[src/rtl/nes_palette_writer.sv]
// NES palette RAM (32 x 6) loaded through a PPU-style ADDR/DATA/CTRL/STATUS register port,
// with a two-write address latch, auto-increment, palette mirroring and a registered renderer read port.
module nes_palette_writer #(
    parameter logic [5:0] RST_COLOR = 6'h0F
) (
    input  logic        clk,
    input  logic        rst_n,
    input  logic        cpu_we,
    input  logic        cpu_re,
    input  logic [1:0]  cpu_reg,
    input  logic [7:0]  cpu_din,
    output logic [7:0]  cpu_dout,
    output logic        cpu_rvalid,
    output logic [13:0] vaddr,
    input  logic        render_en,
    output logic        wr_drop,
    input  logic [4:0]  rend_addr,
    output logic [5:0]  rend_dout
);

    localparam logic [1:0] REG_CTRL   = 2'd0;
    localparam logic [1:0] REG_STATUS = 2'd1;
    localparam logic [1:0] REG_ADDR   = 2'd2;
    localparam logic [1:0] REG_DATA   = 2'd3;

    logic [13:0] vaddr_q, vaddr_d;
    logic [5:0]  t_hi_q, t_hi_d;
    logic        toggle_q, toggle_d;
    logic        inc32_q, inc32_d;
    logic [5:0]  pal_q [32];
    logic [5:0]  pal_d [32];
    logic [7:0]  cpu_dout_q, cpu_dout_d;
    logic        cpu_rvalid_q, cpu_rvalid_d;
    logic        wr_drop_q, wr_drop_d;
    logic [5:0]  rend_dout_q, rend_dout_d;

    logic        in_pal;
    logic [4:0]  cpu_idx;
    logic [13:0] vaddr_inc;

    // Entries 0x10/0x14/0x18/0x1C share storage with 0x00/0x04/0x08/0x0C.
    function automatic logic [4:0] pal_idx(input logic [4:0] a);
        pal_idx = (a[4] && (a[1:0] == 2'b00)) ? {1'b0, a[3:0]} : a;
    endfunction

    assign in_pal    = (vaddr_q[13:8] == 6'h3F);
    assign cpu_idx   = pal_idx(vaddr_q[4:0]);
    assign vaddr_inc = vaddr_q + (inc32_q ? 14'd32 : 14'd1);

    always_comb begin
        vaddr_d      = vaddr_q;
        t_hi_d       = t_hi_q;
        toggle_d     = toggle_q;
        inc32_d      = inc32_q;
        pal_d        = pal_q;
        cpu_dout_d   = cpu_dout_q;
        cpu_rvalid_d = 1'b0;
        wr_drop_d    = 1'b0;
        // Renderer sees the pre-write contents when it collides with a CPU write.
        rend_dout_d  = pal_q[pal_idx(rend_addr)];

        if (cpu_we) begin
            case (cpu_reg)
                REG_CTRL: inc32_d = cpu_din[2];
                REG_ADDR: begin
                    if (!toggle_q) begin
                        t_hi_d   = cpu_din[5:0];
                        toggle_d = 1'b1;
                    end else begin
                        vaddr_d  = {t_hi_q, cpu_din};
                        toggle_d = 1'b0;
                    end
                end
                REG_DATA: begin
                    if (render_en) begin
                        wr_drop_d = 1'b1;
                    end else begin
                        if (in_pal) pal_d[cpu_idx] = cpu_din[5:0];
                        vaddr_d = vaddr_inc;
                    end
                end
                default: ;
            endcase
        end else if (cpu_re) begin
            cpu_rvalid_d = 1'b1;
            case (cpu_reg)
                REG_STATUS: begin
                    cpu_dout_d = {render_en, 7'b0};
                    toggle_d   = 1'b0;
                end
                REG_DATA: begin
                    cpu_dout_d = in_pal ? {2'b00, pal_q[cpu_idx]} : 8'h00;
                    vaddr_d    = vaddr_inc;
                end
                default: cpu_dout_d = 8'h00;
            endcase
        end
    end

    always_ff @(posedge clk or negedge rst_n) begin
        if (!rst_n) begin
            vaddr_q      <= '0;
            t_hi_q       <= '0;
            toggle_q     <= 1'b0;
            inc32_q      <= 1'b0;
            for (int i = 0; i < 32; i++) pal_q[i] <= RST_COLOR;
            cpu_dout_q   <= '0;
            cpu_rvalid_q <= 1'b0;
            wr_drop_q    <= 1'b0;
            rend_dout_q  <= RST_COLOR;
        end else begin
            vaddr_q      <= vaddr_d;
            t_hi_q       <= t_hi_d;
            toggle_q     <= toggle_d;
            inc32_q      <= inc32_d;
            pal_q        <= pal_d;
            cpu_dout_q   <= cpu_dout_d;
            cpu_rvalid_q <= cpu_rvalid_d;
            wr_drop_q    <= wr_drop_d;
            rend_dout_q  <= rend_dout_d;
        end
    end

    assign vaddr      = vaddr_q;
    assign cpu_dout   = cpu_dout_q;
    assign cpu_rvalid = cpu_rvalid_q;
    assign wr_drop    = wr_drop_q;
    assign rend_dout  = rend_dout_q;

endmodule

[config.mk]
export PLATFORM = sky130hd
export DESIGN_NAME = nes_palette_writer
export DESIGN_NICKNAME = d
export VERILOG_FILES = /design/src/rtl/nes_palette_writer.sv
export SDC_FILE = /design/constraint.sdc
export NUM_CORES = 1
export LEC_CHECK = 0
export ABC_AREA = 1
export CELL_PAD_IN_SITES_DETAIL_PLACEMENT = 0
export CELL_PAD_IN_SITES_GLOBAL_PLACEMENT = 1
export CORE_ASPECT_RATIO = 0.9
export CORE_UTILIZATION = 47
export DETAILED_ROUTE_END_ITERATION = 10
export GPL_ROUTABILITY_DRIVEN = 0
export GPL_TIMING_DRIVEN = 0
export PLACE_DENSITY_LB_ADDON = 0.1
export SLEW_MARGIN = 10
export SYNTH_ARGS = -nofsm -noshare
export SYNTH_HDL_FRONTEND = slang
export SYNTH_SLANG_ARGS = --single-unit
[constraint.sdc]
create_clock -name clk -period 5.2 [get_ports clk]
set_input_delay 1.04 -clock clk [delete_from_list [all_inputs] [get_ports clk]]
set_output_delay 1.04 -clock clk [all_outputs]
set_load 0.02 [all_outputs]
==> impl_results.md <==
- Status: finished clean
- Comb power frac: between 20% and 30%
- Pre-antenna DRT Iters: 6
- Sw frac: 36.0%
- Critical R2R Capture: cpu_dout[3]$_DFFE_PN0P_
- Tcrit/Tclk final: 57.7%
- Row cnt: 57
- Global-route wire length before repair: ~76000 um
- Register area share after synthesis: 45.4%
- CTS tree: yes
- Synth Register Bits: 228
- Psw: 1.82 mW
- Clk_lat worst skew: 0.55 ns
- Slew margin rel.: 29.0%
- Post-CTS Resized: 0
- CTS Hold Buffers Added: 0
- Skew final: approximately 0.015 ns
- Port Buffers: 44
- CP Max Fanout: 10
- Number of post-CTS setup repair buffers: 0
- Nets: 1912
- Final min period: approximately 3.0 ns
- H-Tree Depth: 1
- Post-Syn Nets: 1838
- CP Class: in -> reg
- Max cap viols: 0
- CTS root buf: clkbuf_16
- Final ANT Viol Nets: 0
- Layout Area Growth over Synthesis: 14.0%
- Tot Pwr: between 5 and 6 mW
- Die Wd: 177 um
- Pwr dens: 343 mW/mm2
- RSZ-0062 raised after global routing: no
- FF-to-FF setup slack: 2.42 ns
- FMAX: 0.333 GHz
- Register area: 0.00587 mm2
- Initial DRC count: 1641
- Final setup viols: 0
- Post-synthesis cell area: 0.0129 mm2
- Dpl ws: between 1.5 and 2 ns
- Crit. End Element: flip-flop
- Commonest non-fill, non-tap cell in the layout: nand2_1
- Worst Max-Slew Pin Slew: 1.07 ns
- Power share of the sequential group: 37.5%
- Vias in the first global route: 12048
- Clk slew on worst S/H paths: 0.06 ns
- Setup slack after layout: 2.20 ns
- Drt drc: 0
- Average wire per standard cell: 22.4 um
- Final WL: 50700 um
- GRT overflow: 0
- Final Cell Area: 0.0147 mm2
- Post-Syn Area per Cell: 7.12 um2
- Synth Instances: 1815
- Area of the die: 0.0282 mm2
- Die Y: 159 um
- Layout cells sized above 1: 12.9%
- Clock buffer depth: 3
- Worst hold path class: in -> async
- Initial antenna violation count: 2
- Ys Warns: 0
- Initial Util: 47.8%
- Fill cell count: 2668
- Reg2reg start: vaddr[0]$_DFFE_PN0P_
- Core region area: approximately 0.027 mm2
- Total GRT Usage: 36.4%
- Vias per Instance: roughly 5.8
- Clock power frac: 37.1%
- Worst vdd ir: 0.284 mV
- WP data required: 5.66 ns
- Distinct cells, synth: 33
- DP Area: 0.0139 mm2
- Worst reg-to-reg path cell count: 9
- Via count: 13032
- Antenna Cells: 0
- Final hold viol count: 0
- # IOs: 50
- Detailed Place HPWL: 36300 um
- Leak Pwr: 6.54 nW
- Max Transition Viols Final: 0
- Clock buffer count from CTS: 26
- Largest net degree at the start of global routing: roughly 110
- CTS Sinks: 228
- Worst EP arrival: 3.47 ns
- Multi-input logic area: roughly 0.006 mm2
- Commonest non-fill, non-tap cells in the layout: nand2_1, o21ai_0, nor2_1
- Critical path launch point type: input pin
- Int Power: about 3.2 mW
==> how the worst max path moves through the flow <==
stage                    startpoint                     end  slack, ns  cells after the start
3_5_place_dp           rend_addr[0]  rend_dout[1]$_DFF_PN1_       1.84                      9
2_1_floorplan          rend_addr[0]  rend_dout[5]$_DFF_PN0_       2.99                     10
6_report               rend_addr[0]  rend_dout[1]$_DFF_PN1_       2.20                      9
5_1_grt                rend_addr[0]  rend_dout[2]$_DFF_PN1_       2.15                      9
4_1_cts        vaddr[0]$_DFFE_PN0P_                vaddr[0]       2.33                      1
3_3_place_gp                  rst_n   pal_q[41]$_DFFE_PN0P_      -6.54                      1
==> per-stage QoR <==
step	TNS [ns]	cells	utilization, %	hold slack (ns)
3_5_place_dp	0	2215	51.3	0.435
5_1_grt	0	2263	54.5	0.365
4_1_cts	0	2263	54.5	0.357
6_report	0	2263	54.5	0.370
3_3_place_gp	-1099.31	2213	51.1	0.431
2_1_floorplan	0	1815	-	0.424
==> flip-flops by register name, summed over array words and instances (netlist names) <==
name and count:
vaddr 14, inc32_q 1, cpu_rvalid 1, t_hi_q 6, wr_drop 1, cpu_dout 7
pal_q 191, rend_dout 6, toggle_q 1
==> cell usage after synthesis <==
cell type	count	area share (%)
nand3_2	1	0.077
a21oi_2	1	0.068
clkbuf_1	87	2.5
ha_1	3	0.29
a21oi_1	28	1.1
dfstp_2	131	27
o21ai_0	287	11
nor2_2	5	0.24
nor3_4	1	0.13
conb_1	1	0.029
nor2_4	6	0.52
nand3b_1	1	0.058
nand2_1	629	18
buf_2	34	1.3
nand3_1	115	4.5
nor3_1	4	0.15
mux2_2	1	0.087
dfrtp_1	97	19
o21ai_4	1	0.13
or2_2	1	0.048
o21ai_1	7	0.27
nand4_1	10	0.48
nor3_2	1	0.077
inv_1	92	2.7
o31ai_1	40	2.3
o211ai_1	34	2.0
buf_4	3	0.17
xor2_1	1	0.068
inv_2	9	0.26
nor2_1	160	4.6
buf_1	16	0.46
buf_6	6	0.52
clkinv_1	2	0.058
==> critical path, cell delays in order <==
cell and delay (ns):
buf_2 0.19, buf_2 0.32, clkbuf_1 0.81, o21ai_0 0.14, o21ai_0 0.50, nand2_1 0.11
nand3_1 0.09, nand3_1 0.10, nand2_1 0.15
==> routing by layer <==
layer  vias up  wire, um  global-route usage (%)  part of all wire [%]
met1      6089     21800                    52.4                    43
met3       154      5610                    8.00                    11
met4         0      2670                    17.6                   5.3
met5         -         0                       0                     0
met2       765     20600                    51.6                    41
li1       6024         -                       -                     -
==> area by class of cell <==
| type | instances | area share (%) |
|---|---|---|
| multi-input combinational | 1338 | 40.9 |
| sequential | 228 | 39.8 |
| clock buffer | 38 | 5.27 |
| buffer | 146 | 4.39 |
| timing repair buffer | 46 | 3.40 |
| tap | 354 | 3.01 |
| inverter | 103 | 2.62 |
| clock inverter | 10 | 0.586 |
==> power groups by stage <==
stage | combinational, mW | clock (mW) | sequential (mW)
2_1_floorplan | 0.643 | 0 | 1.95
3_3_place_gp | 1.23 | 0 | 1.92
3_5_place_dp | 1.24 | 0 | 1.92
4_1_cts | 1.24 | 1.89 | 1.89
5_1_grt | 1.36 | 1.96 | 1.90
6_report | 1.28 | 1.88 | 1.89
==> cells by family after synthesis <==
kind of cell | after synthesis | share of synthesized area, %
other cells | 1 | 0.0290
flops | 228 | 45.4
mux | 1 | 0.0871
compound gates | 398 | 17.0
buf+inv | 249 | 8.00
fa+ha+maj | 3 | 0.290
simple gates | 934 | 29.2
xor+xnor | 1 | 0.0678
Note: power is estimated with default switching activity, not from simulation.
